<file path="src/rtl/pipe_hazard_ctrl_pkg.sv">
// ----------------------------------------------------------------------------
// pipe_hazard_ctrl_pkg
// Purpose : shared definitions for the pipeline hazard controller.
//           Holds the controller state encoding, the register-number width
//           and the opcode a stage register loads when it is told to take
//           a NOP.
// Ports   : none (package)
// ----------------------------------------------------------------------------
package pipe_hazard_ctrl_pkg;

    localparam int REG_W = 3;

    // Opcode a stage register inserts on flush/bubble.
    localparam logic [5:0] NOP_OPCODE = 6'd0;

    typedef enum logic [1:0] {
        ST_RUN    = 2'd0,
        ST_DRAIN  = 2'd1,
        ST_HALTED = 2'd2
    } ctrl_state_e;

endpackage

</file>
<file path="src/rtl/pipe_hazard_ctrl_hazard_cmp.sv">
// ----------------------------------------------------------------------------
// hazard_cmp
// Purpose : combinational RAW comparator for one producing stage.
// Ports   :
//   rs_i, rt_i         decode source register numbers
//   use_rs_i, use_rt_i decode actually reads Rs / Rt
//   rd_i               destination register of the producing stage
//   wr_i               producing stage will write rd_i (already qualified)
//   match_o            decode depends on the producing stage
// R0 is an ordinary register here, so no zero-register exclusion.
// ----------------------------------------------------------------------------
module hazard_cmp
    import pipe_hazard_ctrl_pkg::*;
(
    input  logic [REG_W-1:0] rs_i,
    input  logic [REG_W-1:0] rt_i,
    input  logic             use_rs_i,
    input  logic             use_rt_i,
    input  logic [REG_W-1:0] rd_i,
    input  logic             wr_i,
    output logic             match_o
);

    assign match_o = wr_i & ((use_rs_i & (rs_i == rd_i)) |
                             (use_rt_i & (rt_i == rd_i)));

endmodule

</file>
<file path="src/rtl/pipe_hazard_ctrl.sv">
// ----------------------------------------------------------------------------
// pipe_hazard_ctrl
// Purpose : central stall/flush controller for the 5-stage core. Detects RAW
//           hazards, arbitrates memory freeze / branch flush / fetch stall /
//           data stall, sequences the HALT drain and counts stall cycles.
// Parameters:
//   FORWARD   1: bypass present, only load-use stalls; 0: stall on any RAW
//   DRAIN_CYC cycles after HALT leaves decode until the pipeline is empty
//   CNT_W     width of the saturating stall counter
// Ports:
//   clk, rst (sync, active-low)
//   decode : valid_d, Rs_d, Rt_d, useRs_d, useRt_d, halt_d
//   EX     : Rd_x, RegWrite_x, MemRead_x, nop_x
//   MEM    : Rd_m, RegWrite_m, branchTaken_m
//   memory : imem_busy, dmem_busy
//   outputs: pc_hold, fd_hold, fd_flush, dx_hold, dx_bubble, dx_flush,
//            xm_hold, mw_hold (combinational), halted, stall_cnt (registered)
// ----------------------------------------------------------------------------
module pipe_hazard_ctrl
    import pipe_hazard_ctrl_pkg::*;
#(
    parameter bit FORWARD   = 1'b1,
    parameter int DRAIN_CYC = 3,
    parameter int CNT_W     = 16
) (
    input  logic             clk,
    input  logic             rst,
    input  logic             valid_d,
    input  logic [REG_W-1:0] Rs_d,
    input  logic [REG_W-1:0] Rt_d,
    input  logic             useRs_d,
    input  logic             useRt_d,
    input  logic             halt_d,
    input  logic [REG_W-1:0] Rd_x,
    input  logic             RegWrite_x,
    input  logic             MemRead_x,
    input  logic             nop_x,
    input  logic [REG_W-1:0] Rd_m,
    input  logic             RegWrite_m,
    input  logic             branchTaken_m,
    input  logic             imem_busy,
    input  logic             dmem_busy,
    output logic             pc_hold,
    output logic             fd_hold,
    output logic             fd_flush,
    output logic             dx_hold,
    output logic             dx_bubble,
    output logic             dx_flush,
    output logic             xm_hold,
    output logic             mw_hold,
    output logic             halted,
    output logic [CNT_W-1:0] stall_cnt
);

    localparam int DW = (DRAIN_CYC < 2) ? 1 : $clog2(DRAIN_CYC + 1);

    ctrl_state_e      state_q, state_d;
    logic [DW-1:0]    drain_q, drain_d;
    logic [CNT_W-1:0] stall_q, stall_d;

    logic ex_wr, match_x, match_m, haz;

    // With forwarding only a load in EX cannot be bypassed in time.
    assign ex_wr = FORWARD ? (RegWrite_x & MemRead_x) : RegWrite_x;

    hazard_cmp u_cmp_ex (
        .rs_i     (Rs_d),
        .rt_i     (Rt_d),
        .use_rs_i (useRs_d),
        .use_rt_i (useRt_d),
        .rd_i     (Rd_x),
        .wr_i     (ex_wr),
        .match_o  (match_x)
    );

    // MEM is only a hazard source without the bypass network.
    hazard_cmp u_cmp_mem (
        .rs_i     (Rs_d),
        .rt_i     (Rt_d),
        .use_rs_i (useRs_d),
        .use_rt_i (useRt_d),
        .rd_i     (Rd_m),
        .wr_i     (RegWrite_m & ~FORWARD),
        .match_o  (match_m)
    );

    assign haz = valid_d & ~nop_x & (match_x | match_m);

    // Priority-ordered stall/flush decode.
    always_comb begin
        pc_hold   = 1'b0;
        fd_hold   = 1'b0;
        fd_flush  = 1'b0;
        dx_hold   = 1'b0;
        dx_bubble = 1'b0;
        dx_flush  = 1'b0;
        xm_hold   = 1'b0;
        mw_hold   = 1'b0;
        if (!rst) begin
            fd_flush  = 1'b1;
            dx_bubble = 1'b1;
        end else if (state_q == ST_HALTED) begin
            pc_hold   = 1'b1;
            fd_flush  = 1'b1;
            dx_bubble = 1'b1;
        end else if (dmem_busy) begin
            pc_hold = 1'b1;
            fd_hold = 1'b1;
            dx_hold = 1'b1;
            xm_hold = 1'b1;
            mw_hold = 1'b1;
        end else if (branchTaken_m) begin
            fd_flush  = 1'b1;
            dx_flush  = 1'b1;
            dx_bubble = 1'b1;
        end else if (state_q == ST_DRAIN || imem_busy) begin
            // Drain behaves like a permanent fetch stall: NOPs into decode.
            pc_hold  = 1'b1;
            fd_flush = 1'b1;
        end else if (haz) begin
            pc_hold   = 1'b1;
            fd_hold   = 1'b1;
            dx_bubble = 1'b1;
        end
    end

    // Next-state for the drain sequencer and the stall counter.
    always_comb begin
        state_d = state_q;
        drain_d = drain_q;
        stall_d = stall_q;
        if (state_q != ST_HALTED && pc_hold && stall_q != {CNT_W{1'b1}})
            stall_d = stall_q + 1'b1;
        if (!dmem_busy) begin
            case (state_q)
                ST_RUN: begin
                    if (!branchTaken_m && !imem_busy && !haz && halt_d && valid_d) begin
                        state_d = ST_DRAIN;
                        drain_d = DW'(DRAIN_CYC);
                    end
                end
                ST_DRAIN: begin
                    if (branchTaken_m) begin
                        // HALT was on the wrong path; resume fetching.
                        state_d = ST_RUN;
                        drain_d = '0;
                    end else if (drain_q == DW'(1)) begin
                        state_d = ST_HALTED;
                        drain_d = '0;
                    end else begin
                        drain_d = drain_q - 1'b1;
                    end
                end
                default: state_d = ST_HALTED;
            endcase
        end
    end

    always_ff @(posedge clk) begin
        if (!rst) begin
            state_q <= ST_RUN;
            drain_q <= '0;
            stall_q <= '0;
        end else begin
            state_q <= state_d;
            drain_q <= drain_d;
            stall_q <= stall_d;
        end
    end

    assign halted    = (state_q == ST_HALTED);
    assign stall_cnt = stall_q;

endmodule

</file>
<file path="config.mk">
export PLATFORM = sky130hd
export DESIGN_NAME = pipe_hazard_ctrl
export DESIGN_NICKNAME = d
export VERILOG_FILES = /design/src/rtl/pipe_hazard_ctrl_pkg.sv /design/src/rtl/pipe_hazard_ctrl_hazard_cmp.sv /design/src/rtl/pipe_hazard_ctrl.sv
export SDC_FILE = /design/constraint.sdc
export NUM_CORES = 1
export LEC_CHECK = 0
export ABC_CLOCK_PERIOD_IN_PS = 2600
export BUFFER_PORTS_ARGS = -buffer_cell sky130_fd_sc_hd__buf_2
export CAP_MARGIN = 25
export CELL_PAD_IN_SITES_DETAIL_PLACEMENT = 0
export CELL_PAD_IN_SITES_GLOBAL_PLACEMENT = 1
export CORE_ASPECT_RATIO = 2
export CORE_UTILIZATION = 36
export DETAILED_ROUTE_END_ITERATION = 16
export HOLD_SLACK_MARGIN = 0.02
export PLACE_DENSITY = 0.86
export SLEW_MARGIN = 25
export SYNTH_ARGS = -nofsm -noshare
export SYNTH_HDL_FRONTEND = slang
export SYNTH_SLANG_ARGS = --single-unit
</file>
<file path="constraint.sdc">
create_clock -name clk -period 2.6 [get_ports clk]
set_input_delay 0.52 -clock clk [delete_from_list [all_inputs] [get_ports clk]]
set_output_delay 0.52 -clock clk [all_outputs]
set_load 0.02 [all_outputs]
</file>
==> metrics.yaml <==
whs_endpoint: "stall_cnt[4]"
holdBufCountCts: 0
n_antenna_cell: 0
min_from: "stall_cnt[4]"
skew_ns: 0.004035
maxCapViolCount: 0
final_cell_mix: "buf_2 (45), nand2_1 (22), dfxtp_1 (20)"
hold_depth: 1
numPortBuffers: 45
pre_cts_ws_ns: 0.1798
overflow: 0
syn_nets: 176
power_density_mw_per_mm2: 480.1
use_met3_pct: 1.948
grt_max_degree: 17
gr-usage-all-layers_pct: 18.46
slew_violations: 0
grt-busiest-layer: "met2"
core_mm2: 0.003193
synth-async-reset-ratio_pct: 0
hold_viol_final: 0
die_x_um: 42.95
r2r_slack_ns: 0.67
vias_per_cell: 5.628
seq_area_frac_synth_pct: 33.16
ys_warn_count: 0
antenna_found_initial: 0
synth_area_per_cell_um2: 8.103
path_max_fanout: 4
layout_commonest_cell: "buf_2"
grt_pass1_wl_um: 5354
crit_type: "input port to output port"
cts_buffers: 3
drive_above_1_share_pct: 29.74
setup-violations-final: 0
nets: 223
final_core_util_pct: 47.65
fmax_mhz: 412.1
cts_tree: "built"
num_rows: 29
ys_ff_latch: 20
start_kind: "input port"
drc: 0
critPathRequiredTime_ns: 2.08
dieArea_mm2: 0.003604
end_kind: "output port"
use_met1_pct: 19.30
die_h_um: 83.90
cts.sinks: 20
grt_pass1_vias: 1205
floorplan.initialDensity_pct: 37.81
clk_latency_ns: 0.26
setup_ws_ns: 0.1737
antenna_left: 0
clock_path_buffers: 2
htree_num_levels: 1
reg2reg_depth: 5
synth.distinct_cells: 41
fin_crit_sh_pct: 93.32
firstDrtPassIters: 4
max-vdd-ir-drop_mv: 0.4219
hp-class: "register to register"
drtIter0Drc: 30
place_hpwl_um: 2478
crit_start: "Rd_x[1]"
synth_ff_type: "dfxtp_1"
post_cts_buffers: 0
status: "finished, final reports clean"
rsz0062_at_grt: "no"
rr_startpoint: "stall_cnt[0]"
post_cts_resize_count: 0
worst_slew_pin_slew_ns: 0.5930
p_leak_nw: 0.6907
syn_inst: 149
gp_congestion: 0.8116
synth_edf_count: 0
arrival_ns: 1.91
period_minus_slack_ns: 2.426
met2_usage_pct: 35.95
power.total_mw: 0.7305
ios: 50
num_vias: 1272
root_buffer: "clkbuf_8"
wl_per_cell_um: 13.81
clkSlewWorstSetupHoldPaths_ns: 0.08
maxSlewHeadroom_pct: 60.16
setup-tns-final_ns: 0
synthesis.area_mm2: 0.001207
routed_wl_um: 3122
area_growth_pct: 26.01
r2r_end: "stall_cnt[12]"
cells by family after synthesis:
kind of cell    after synthesis  share of synthesized area (%)
compound gates               31                          16.69
fa+ha+maj                     2                          2.072
buf+inv                      11                          4.870
xor+xnor                      7                          5.078
simple gates                 69                          30.68
mux                           9                          7.461
flops                        20                          33.16
area by class of cell:
cell class | instances | area (µm²)
timing repair buffer | 47 | 240.2
inverter | 6 | 22.52
fill | 333 | 1672
multi-input combinational | 118 | 748.2
clock buffer | 3 | 41.29
clock inverter | 1 | 30.03
sequential | 20 | 400.4
tap | 31 | 38.79
flip-flops by register name, indices dropped and copies added, names as in the netlist:
name	flops
state_q	2
drain_q	2
stall_cnt	16
how the worst max path moves through the flow:
stage,end,slack (ns),cells past startpoint
final,pc_hold,0.17,7
after global routing,pc_hold,0.07,7
after CTS,pc_hold,0.18,7
after detailed placement,pc_hold,0.18,7
after global placement,pc_hold,0.22,7
after floorplan,pc_hold,0.36,5
through the flow:
stage                     std cells  instance area (µm²)  hold WS, ns
after floorplan                 149                 1207       0.4925
after global placement          222                 1450       0.4676
after detailed placement        222                 1450       0.4687
after CTS                       226                 1521       0.4885
after global routing            226                 1521       0.5077
final                           226                 1521       0.4812
power by group:
part | switching, mW | internal (mW) | total, mW
combinational | 0.0590 | 0.0409 | 0.0998
sequential | 0.00690 | 0.312 | 0.318
clock | 0.106 | 0.206 | 0.312
total | 0.172 | 0.558 | 0.731
layer usage:
metal	up-vias	share of wire [%]
li1	633	-
met5	-	0
met3	12	3.1
met2	37	58
met1	590	37
met4	0	2.1
cells in the mapped netlist, types with 2 or more instances:
cell       n  area, µm²
a31oi_1    3      18.77
nand3_1    3      15.01
dfxtp_1   20      400.4
nand4_1    8      50.05
nand2b_1   5      31.28
nor2_1    10      37.54
and3_1     2      12.51
o21ai_0    4      20.02
mux2i_1    9      90.09
xnor2_1    7      61.31
buf_4      2      15.01
clkbuf_1   2      7.510
nand2_1   22      82.58
a21oi_1   14      70.07
a311oi_1   3      26.28
ha_1       2      25.02
inv_1      5      18.77
nor3_1     5      25.02
critical path, stage by stage:
cell,delay (ns)
buf_2,0.11
xnor2_1,0.16
nand4_1,0.14
a211o_1,0.39
and2_2,0.23
a21oi_1,0.16
buf_2,0.18
Note: power is estimated with default switching activity, not from simulation.
